<file path="config.mk">
export PLATFORM = sky130hd
export DESIGN_NAME = fp_mant_addsub_pipe
export DESIGN_NICKNAME = d
export VERILOG_FILES = /design/src/rtl/fp_pkg.sv /design/src/rtl/fp_lzc.sv /design/src/rtl/fp_mant_addsub_pipe.sv
export SDC_FILE = /design/constraint.sdc
export NUM_CORES = 1
export LEC_CHECK = 0
export ABC_AREA = 0
export CAP_MARGIN = 25
export CORE_UTILIZATION = 35
export DETAILED_ROUTE_END_ITERATION = 16
export GPL_ROUTABILITY_DRIVEN = 1
export GPL_TIMING_DRIVEN = 1
export PLACE_DENSITY_LB_ADDON = 0.25
export RECOVER_POWER = 25
export SYNTH_ARGS = -nofsm -noshare
export SYNTH_HDL_FRONTEND = slang
export SYNTH_SLANG_ARGS = --single-unit
</file>
<file path="constraint.sdc">
create_clock -name clk -period 5.4 [get_ports clk]
set_input_delay 1.08 -clock clk [delete_from_list [all_inputs] [get_ports clk]]
set_output_delay 1.08 -clock clk [all_outputs]
set_load 0.03 [all_outputs]
</file>
<file path="src/rtl/fp_pkg.sv">
// Shared definitions for the floating-point mantissa datapath.
//   fp_extw(mw) : width of the aligned operand plus carry (hidden + fraction + G/R/S + carry)
//   fp_ew(mw)   : width of the signed exponent adjustment reported after normalisation
//   GRS_*       : bit positions of guard/round/sticky inside a 3-bit grs field
//   eff_op_e    : effective operation (sign XOR of the operands)
package fp_pkg;

  localparam int GRS_G = 2;
  localparam int GRS_R = 1;
  localparam int GRS_S = 0;

  typedef enum logic {
    EFF_ADD = 1'b0,
    EFF_SUB = 1'b1
  } eff_op_e;

  function automatic int fp_extw(input int mw);
    return mw + 5;
  endfunction

  function automatic int fp_ew(input int mw);
    return $clog2(mw + 5) + 1;
  endfunction

endpackage

</file>
<file path="src/rtl/fp_lzc.sv">
// Combinational leading-zero counter.
//   d   : input vector, MSB first
//   cnt : number of leading zeros; equals W when d is all zero
module fp_lzc #(
  parameter  int W  = 14,
  localparam int CW = $clog2(W + 1)
) (
  input  logic [W-1:0]  d,
  output logic [CW-1:0] cnt
);

  // Scan from LSB upward so the highest set bit wins.
  always_comb begin
    cnt = CW'(W);
    for (int i = 0; i < W; i++) begin
      if (d[i]) cnt = CW'(W - 1 - i);
    end
  end

endmodule

</file>
<file path="src/rtl/fp_mant_addsub_pipe.sv">
// Three-stage pipelined mantissa add/subtract with alignment and normalisation.
//   clk, rst_n           : clock (rising edge), asynchronous active-low reset
//   in_valid / in_ready  : operand beat handshake
//   moves                : exponent difference, A has the larger-or-equal exponent
//   am, bm, as, bs       : fractions (hidden 1 implied) and signs of A and B
//   out_valid / out_ready: result beat handshake
//   rm                   : normalised mantissa {hidden, fraction}
//   grs                  : guard, round, sticky after normalisation
//   rs                   : result sign (+0 on exact zero)
//   exp_adj              : signed exponent adjustment (+1 on carry, -lz otherwise)
//   zero                 : exact zero result
module fp_mant_addsub_pipe
  import fp_pkg::*;
#(
  parameter  int MW  = 10,
  parameter  int SHW = 5,
  localparam int EW  = fp_ew(MW)
) (
  input  logic                 clk,
  input  logic                 rst_n,
  input  logic                 in_valid,
  output logic                 in_ready,
  input  logic [SHW-1:0]       moves,
  input  logic [MW-1:0]        am,
  input  logic [MW-1:0]        bm,
  input  logic                 as,
  input  logic                 bs,
  output logic                 out_valid,
  input  logic                 out_ready,
  output logic [MW:0]          rm,
  output logic [2:0]           grs,
  output logic                 rs,
  output logic signed [EW-1:0] exp_adj,
  output logic                 zero
);

  localparam int EXTW = fp_extw(MW);
  localparam int OPW  = EXTW - 1;
  localparam int BWW  = MW + 3;
  localparam int LZW  = $clog2(OPW + 1);

  // OR of the bits of v that fall below the shift amount.
  function automatic logic shifted_out_or(input logic [BWW-1:0] v, input logic [SHW-1:0] sh);
    logic acc;
    acc = 1'b0;
    for (int i = 0; i < BWW; i++) begin
      if (i < int'(sh)) acc |= v[i];
    end
    return acc;
  endfunction

  // The whole pipe freezes while the output beat is not taken.
  logic stall;
  logic en;
  assign stall    = out_valid & ~out_ready;
  assign en       = ~stall;
  assign in_ready = en;

  logic vld_p0;
  logic vld_p1;

  always_ff @(posedge clk or negedge rst_n) begin
    if (!rst_n) begin
      vld_p0    <= 1'b0;
      vld_p1    <= 1'b0;
      out_valid <= 1'b0;
    end else if (en) begin
      vld_p0    <= in_valid;
      vld_p1    <= vld_p0;
      out_valid <= vld_p1;
    end
  end

  // ---- Stage 1: align B to A ----
  logic [BWW-1:0] bw;
  logic [BWW-1:0] bsh;
  logic           b_stk;

  always_comb begin
    bw = {1'b1, bm, 2'b00};
    if (int'(moves) >= BWW) begin
      bsh   = '0;
      b_stk = 1'b1;
    end else begin
      bsh   = bw >> moves;
      b_stk = shifted_out_or(bw, moves);
    end
  end

  logic [OPW-1:0] a_p0;
  logic [OPW-1:0] b_p0;
  logic           as_p0;
  logic           bs_p0;

  always_ff @(posedge clk) begin
    if (en && in_valid) begin
      a_p0  <= {1'b1, am, 3'b000};
      b_p0  <= {bsh, b_stk};
      as_p0 <= as;
      bs_p0 <= bs;
    end
  end

  // ---- Stage 2: effective add/subtract ----
  eff_op_e        op_p0;
  logic [EXTW-1:0] sum_n;
  logic [EXTW-1:0] dif_n;
  logic [EXTW-1:0] rdif_n;
  logic [EXTW-1:0] r_n;
  logic            rs_n;
  logic            zero_n;

  assign op_p0 = eff_op_e'(as_p0 ^ bs_p0);

  always_comb begin
    sum_n  = {1'b0, a_p0} + {1'b0, b_p0};
    dif_n  = {1'b0, a_p0} - {1'b0, b_p0};
    rdif_n = {1'b0, b_p0} - {1'b0, a_p0};
    r_n    = sum_n;
    rs_n   = as_p0;
    if (op_p0 == EFF_SUB) begin
      // A borrow means |B| > |A|: take B-A and B's sign.
      if (dif_n[EXTW-1]) begin
        r_n  = rdif_n;
        rs_n = bs_p0;
      end else begin
        r_n  = dif_n;
      end
    end
    zero_n = (r_n == '0);
    if (zero_n) rs_n = 1'b0;
  end

  logic [EXTW-1:0] r_p1;
  logic            rs_p1;
  logic            zero_p1;

  always_ff @(posedge clk) begin
    if (en && vld_p0) begin
      r_p1    <= r_n;
      rs_p1   <= rs_n;
      zero_p1 <= zero_n;
    end
  end

  // ---- Stage 3: normalise ----
  logic [LZW-1:0]        lz;
  logic [OPW-1:0]        nsh;
  logic [MW:0]           n_rm;
  logic [2:0]            n_grs;
  logic signed [EW-1:0]  n_ea;

  fp_lzc #(.W(OPW)) u_lzc (
    .d   (r_p1[OPW-1:0]),
    .cnt (lz)
  );

  always_comb begin
    nsh   = r_p1[OPW-1:0] << lz;
    n_rm  = '0;
    n_grs = '0;
    n_ea  = '0;
    if (zero_p1) begin
      n_rm  = '0;
      n_grs = '0;
      n_ea  = '0;
    end else if (r_p1[EXTW-1]) begin
      n_rm         = r_p1[EXTW-1:4];
      n_grs[GRS_G] = r_p1[3];
      n_grs[GRS_R] = r_p1[2];
      n_grs[GRS_S] = r_p1[1] | r_p1[0];
      n_ea         = EW'(1);
    end else begin
      n_rm         = nsh[OPW-1:3];
      n_grs[GRS_G] = nsh[2];
      n_grs[GRS_R] = nsh[1];
      // Keep the original sticky even after it has been shifted up.
      n_grs[GRS_S] = nsh[0] | r_p1[0];
      n_ea         = EW'(0) - EW'(lz);
    end
  end

  always_ff @(posedge clk or negedge rst_n) begin
    if (!rst_n) begin
      rm      <= '0;
      grs     <= '0;
      rs      <= 1'b0;
      exp_adj <= '0;
      zero    <= 1'b0;
    end else if (en && vld_p1) begin
      rm      <= n_rm;
      grs     <= n_grs;
      rs      <= rs_p1;
      exp_adj <= n_ea;
      zero    <= zero_p1;
    end
  end

endmodule

</file>
==> results_dict.tcl <==
set metrics [dict create \
    tightest_slew_ps 1090 \
    cap_viol_max_count 0 \
    avgSynthCellArea_um2 9.24 \
    start_util 0.363 \
    report.power.total_w 0.00241 \
    cp_slowest_stage_delay_ps 720 \
    dp_cells 754 \
    fin_crit_ps 3640 \
    htreeDepth 3 \
    period_share 0.674 \
    power_density_mw_per_mm2 402 \
    cp_cell_sequence "dlygate4sd3_1 > nand2b_1 > clkdlybuf4s50_1" \
    rrSetupSlack_ps 1760 \
    relSlewSlack 0.275 \
    synth.most_common_cell "nor2_1" \
    postSynth.asyncResetShare 0.358 \
    synth_top_cell_by_area "edfxtp_1" \
    worstReg2RegEnd "rs_p1$_SDFFCE_PP0P_" \
    syn-num-nets 613 \
    synthesis.instances 549 \
    grt.total_usage 0.169 \
    hold-worst-slack_ps 473 \
    synth_top_area_share 0.255 \
    clock_sinks 67 \
    ios 54 \
    synth.lib_cells_used.distinct 72 \
    antenna_found_initial 0 \
    cts_buffer_depth 2 \
    grt_pass1_wl_mm 19.7 \
    insertion_delay_ps 330 \
    n_antenna_cell 0 \
    fill_cells 1406 \
    rr_worst_depth 9 \
    switching_share 0.391 \
    via_per_inst 5.45 \
    rows 43 \
    wl_per_cell_um 15.2 \
    grt_setup_unrepaired "false" \
    min_from "exp_adj[2]$_DFFE_PN0P_" \
    ctsHoldBuffers 0 \
    coreArea_mm2 0.0140 \
    end_kind "output port" \
    leakage_nw 2.47 \
    die_x_um 122 \
    status "finished, final reports clean" \
    fin_tns_setup_ps 0 \
    place_congestion 0.956 \
    route.vias.total 4201 \
    setup_viol 0 \
    grt_pass1_vias 4026 \
    seqPwrFrac 0.338 \
    drt_wl_total_mm 11.7 \
    finalHoldViolCount 0 \
    path_max_fanout 8 \
    nNetsFinal 650 \
    timing.hold.worst_path_depth 2 \
    numCtsBuffers 9 \
    drv_slew 0 \
    yosys-top-cells-count "nor2_1 (55), edfxtp_1 (43), nand2_1 (41)" \
    finalClockSkew_ps 4.66 \
    power.internal_w 0.00147 \
    fin_cells 771 \
    path_class "in -> out" \
    synth_edf_count 43 \
    cts_tree "built" \
    firstDrtPassIters 5 \
    p_clk_frac 0.225 \
    grt_overflow_total 0 \
    io_buffers 53 \
    required_ps 4320 \
    whs_endpoint "exp_adj[2]$_DFFE_PN0P_" \
    dpl-instance-area_mm2 0.00573 \
    clkTransAtPathRegs_ps 60 \
    synth-seq-area-share 0.373 \
    ant_nets 0 \
    postCtsSetupBuffers 0 \
    ir_worst_vdd_v 0.000157 \
    switchingPower_w 0.000944 \
    final_area_mm2 0.00601 \
    hp-class "reg -> reg" \
    arrival_ps 2560 \
    area_growth_pct 18.5 \
    worstReg2RegStart "b_p0[11]$_SDFFCE_PP0P_" \
    clockRootBuffer "clkbuf_16" \
    cts_resized 0 \
    drc_errors 0 \
    post-dp-hpwl_mm 9.07 \
    ys_top_cells_by_area "edfxtp_1 (25%), dfrtp_1 (12%), ha_1 (7.6%)" \
    cp_slowest_cell "clkdlybuf4s50_1" \
    drt_iter0_drc 292 \
    ys_seq_elements 67 \
    netlist_area_mm2 0.00507 \
    dieHeight_um 122 \
    dieArea_mm2 0.0150 \
    grt_max_degree 30 \
    synth_ff_type "edfxtp_1" \
    fmax_ghz 0.275 \
    cp-start-kind "primary input" \
    yosys_warnings 0 \
    combinationalPowerShare 0.437 \
    drive_gt1_frac 0.0812 \
]
==> power by group through the flow <==
stage               registers [W]  logic, W  clock network, W
floorplan                0.000933  0.000598                 0
global placement         0.000821   0.00105                 0
detailed placement       0.000827   0.00105                 0
CTS                      0.000817   0.00106          0.000562
global route             0.000837   0.00116          0.000587
finish                   0.000816   0.00105          0.000544
==> cells in the final DEF (no fill, tap or decap), types with 6 or more instances in the layout <==
cell              n
dfrtp_1          24
ha_1             31
o31ai_1           8
mux2_2           10
clkdlybuf4s50_1  39
inv_1            37
nor2b_1          12
nor3_1           12
buf_4             6
edfxtp_1         43
a31oi_1          10
nand2_1          41
a21oi_1          35
nand3_1           8
nor2_1           55
a21o_1           10
o21ai_0          26
nand2b_1         11
nor4_1            6
a211oi_1          6
clkbuf_16         9
dlygate4sd3_1    14
mux2i_1          27
a22o_1            7
xnor2_1          11
==> cell families after synthesis <==
family | share of synthesized area
AND/OR/NAND/NOR | 0.167
AO/OA/AOI/OAI | 0.210
buffers and inverters | 0.0582
flip-flops | 0.373
multiplexers | 0.0799
adder cells (fa/ha/maj) | 0.0844
XOR/XNOR | 0.0276
==> sequential cells by signal, indices dropped and copies added, names as in the netlist <==
| name | flops |
|---|---|
| a_p0 | 10 |
| as_p0 | 1 |
| b_p0 | 14 |
| bs_p0 | 1 |
| exp_adj | 5 |
| grs | 3 |
| out_valid | 1 |
| r_p1 | 15 |
| rm | 11 |
| rs | 1 |
| rs_p1 | 1 |
| vld_p0 | 1 |
| vld_p1 | 1 |
| zero | 1 |
| zero_p1 | 1 |
==> critical path, delay by kind of cell <==
family | cells | cell delay (ps)
and+or+nand+nor | 1 | 240
buffers and inverters | 2 | 1240
==> routing by layer <==
metal	vias to the layer above	GRT usage	share of wire
li1	2077	-	-
met1	1967	0.201	0.43
met2	137	0.289	0.50
met3	20	0.0423	0.044
met4	0	0.0655	0.023
met5	-	0	0
==> metrics by stage <==
stage	util	setup WS [ps]
2_1_floorplan	-	2060
3_3_place_gp	0.409	1810
3_5_place_dp	0.409	1760
4_1_cts	0.430	1750
5_1_grt	0.430	1360
6_report	0.430	1760
==> area by class of cell <==
cell class | count | area (um^2) | area share
clock inverter | 6 | 41.3 | 0.00687
tap | 180 | 225 | 0.0375
inverter | 38 | 143 | 0.0237
timing repair buffer | 60 | 579 | 0.0964
clock buffer | 10 | 239 | 0.0398
sequential | 67 | 1890 | 0.315
multi-input combinational | 410 | 2890 | 0.481
==> how the worst max path moves through the flow <==
| stage | startpoint | cells past startpoint | slack, ps | to |
|---|---|---|---|---|
| floorplan | b_p0[5]$_SDFFCE_PP0P_ | 12 | 2060 | rs_p1$_SDFFCE_PP0P_ |
| global placement | b_p0[11]$_SDFFCE_PP0P_ | 9 | 1810 | rs_p1$_SDFFCE_PP0P_ |
| detailed placement | b_p0[11]$_SDFFCE_PP0P_ | 9 | 1760 | rs_p1$_SDFFCE_PP0P_ |
| CTS | b_p0[11]$_SDFFCE_PP0P_ | 9 | 1750 | rs_p1$_SDFFCE_PP0P_ |
| global route | a_p0[11]$_DFFE_PP_ | 10 | 1360 | rs_p1$_SDFFCE_PP0P_ |
| finish | out_ready | 3 | 1760 | in_ready |
(Power assumes the default switching activity.)
==> edit, RTL diff (same settings) <==
Change the parameter `MW` from 10 to 11.
--- a/src/rtl/fp_mant_addsub_pipe.sv
+++ b/src/rtl/fp_mant_addsub_pipe.sv
@@ -12,7 +12,7 @@
 module fp_mant_addsub_pipe
   import fp_pkg::*;
 #(
-  parameter  int MW  = 10,
+  parameter  int MW  = 11,
   parameter  int SHW = 5,
   localparam int EW  = fp_ew(MW)
 ) (
Ports: changed (resized am, bm and rm); port bits go from 54 to 57. The function was not compared with the original's and may differ.
==> edit against the unedited design <==
Core utilization decreased by 0.68 points. Wire length is 24% higher. Non-clock buffer count is 1 higher. Critical path depth up 7. Combinational power up 13%. Critical endpoint is now rs_p1$_SDFFCE_PP0P_. Area after synthesis grew 12%. Design area grew 12%. Final cell count rose by 18%. Sequential cell count increased by 4. Power rose by 11%. Setup slack worse by 0.28 ns. Clock skew up 0.0033 ns. Largest cell class unchanged.
==> edit: results (changes against the unedited design) <==
Place
  – I/O Buffers: 56 (+5.7%)
  – Post-placement setup slack: 1.49 ns (-0.273 ns)
  – Hpwl dp: 11.1 mm (+23%)
  – Cells after DPL: 891 (+18%)

Setup path
  – CP top delay family: compound AO/OA/AOI/OAI gates
  – Crit Path Max Fanout: 7 (-1)
  – CP max-delay cell: or4b_4
  – Worst EP arrival: 4.02 ns (+1.46 ns)

Global routing
  – GRT Total Usage: 18.4% (+1.6 points)
  – First-pass GRT wire length: 24.0 mm (+22%)
  – Initial antenna violation count: 0 (unchanged)
  – Number of global-route vias before repair: 4,837 (+20%)
  – Largest net degree at the start of global routing: 32 (+6.7%)

Synth
  – Most frequent cells after synthesis: nor2_1, a21oi_1, inv_1
  – Post-synth EDFFs: 46 (+7.0%)
  – Sequential share of the synthesized area: 35.3% (-2.0 points)
  – Synthesized instance count: 651 (+19%)
  – Syn nets: 721 (+18%)
  – Synth area leaders: edfxtp_1, dfrtp_1, ha_1, a21oi_1, mux2i_1
  – Synth cell types: 68 (-5.6%)

Detailed routing
  – WL/cell: 16.1 um (+5.6%)
  – Iter 0 DRT Violations: 345 (+18%)
  – Top routing layer in use: met4
  – Drt via density: 5.54 (+1.6%)
  – Metal3 WL: 641 um (+24%)
  – DRT met1 WL: 6.46 mm (+27%)
  – Via count: 5,028 (+20%)
  – Routed length on met2: 7.17 mm (+23%)

STA
  – Max Clock Freq: 255 MHz (-7.3%)
  – Worst Skew: 0.00797 ns (+0.00331 ns)
  – Slew at the pin with the worst max-slew slack: 1.06 ns (-0.0258 ns)

Pwr
  – Leak: 2.69 nW (+8.9%)
  – Max IR drop VDD: 192 uV (+23%)

Cells and area
  – Top flop regs: r_p1 (16), b_p0 (15), rm (12)
  – Nets: 757 (+16%)

Run status
  – Status: completed

Clock tree
  – Worst-Skew Late Latency: 0.35 ns (+0.02 ns)
-- edit: cell count changes after synthesis, sizes merged, moves of 6 or more --
cell	before	now
a211oi	6	17
inv	37	54
o211ai	0	6
o21ai	27	36
clkbuf	20	31
a21oi	35	62
nor3	12	21
nor2	55	66
nand2	41	47
buf	14	5
-- edit: path summary, 6_finish.rpt --
path                                       end                start  depth (start not counted)
max                        rs_p1$_SDFFCE_PP0P_    a_p0[3]$_DFFE_PP_                         10
min                             rs$_DFFE_PN0P_  rs_p1$_SDFFCE_PP0P_                          2
max reg2reg                rs_p1$_SDFFCE_PP0P_    a_p0[3]$_DFFE_PP_                         10
min reg2reg                     rs$_DFFE_PN0P_  rs_p1$_SDFFCE_PP0P_                          2
max in group asynchronous    rm[8]$_DFFE_PN0P_                rst_n                          2
min in group asynchronous    rm[5]$_DFFE_PN0P_                rst_n                          1
-- edit: worst register-to-register path, delay by kind of cell (launching register included) --
family                     cells  cell delay [ns]
AOI/OAI and AO/OA              4             1.43
xor gates and xnor gates       1             0.19
adders and majority gates      1             0.38
buffers and inverters          1             0.09
DFF                            1             0.42
muxes                          1             0.38
and+or+nand+nor                2             0.78
-- edit: final cells by class --
type | instances | area [um^2]
clock buffers | 13 | 293
clock inverters | 3 | 18.8
fillers | 1617 | 9170
inverters | 54 | 203
multi-input cells | 490 | 3330
flip-flops and latches | 71 | 2010
well taps | 216 | 270
repair buffers | 61 | 594
-- edit: cells by family after synthesis --
logic type	synth area share [%]
compound gates	24.2
xor+xnor	2.16
fa+ha+maj	8.42
buf+inv	5.97
flops	35.3
mux	8.06
simple gates	15.9
-- edit: per-stage QoR --
stage          hold slack (ns)  cell area (um^2)
3_5_place_dp             0.466              6410
5_1_grt                  0.502              6720
4_1_cts                  0.485              6720
6_report                 0.475              6720
2_1_floorplan            0.415              5680
3_3_place_gp             0.456              6400
-- edit: routing by layer --
metal  GRT usage, %  up-vias
met3           3.47       30
li1               -     2455
met2           32.2      158
met4           7.20        0
met5              0        -
met1           22.3     2385
-- edit: where the power goes --
group          internal, mW  total (mW)  switching [mW]
sequential            0.742       0.876           0.134
clock                 0.380       0.616           0.236
combinational         0.483        1.19           0.705
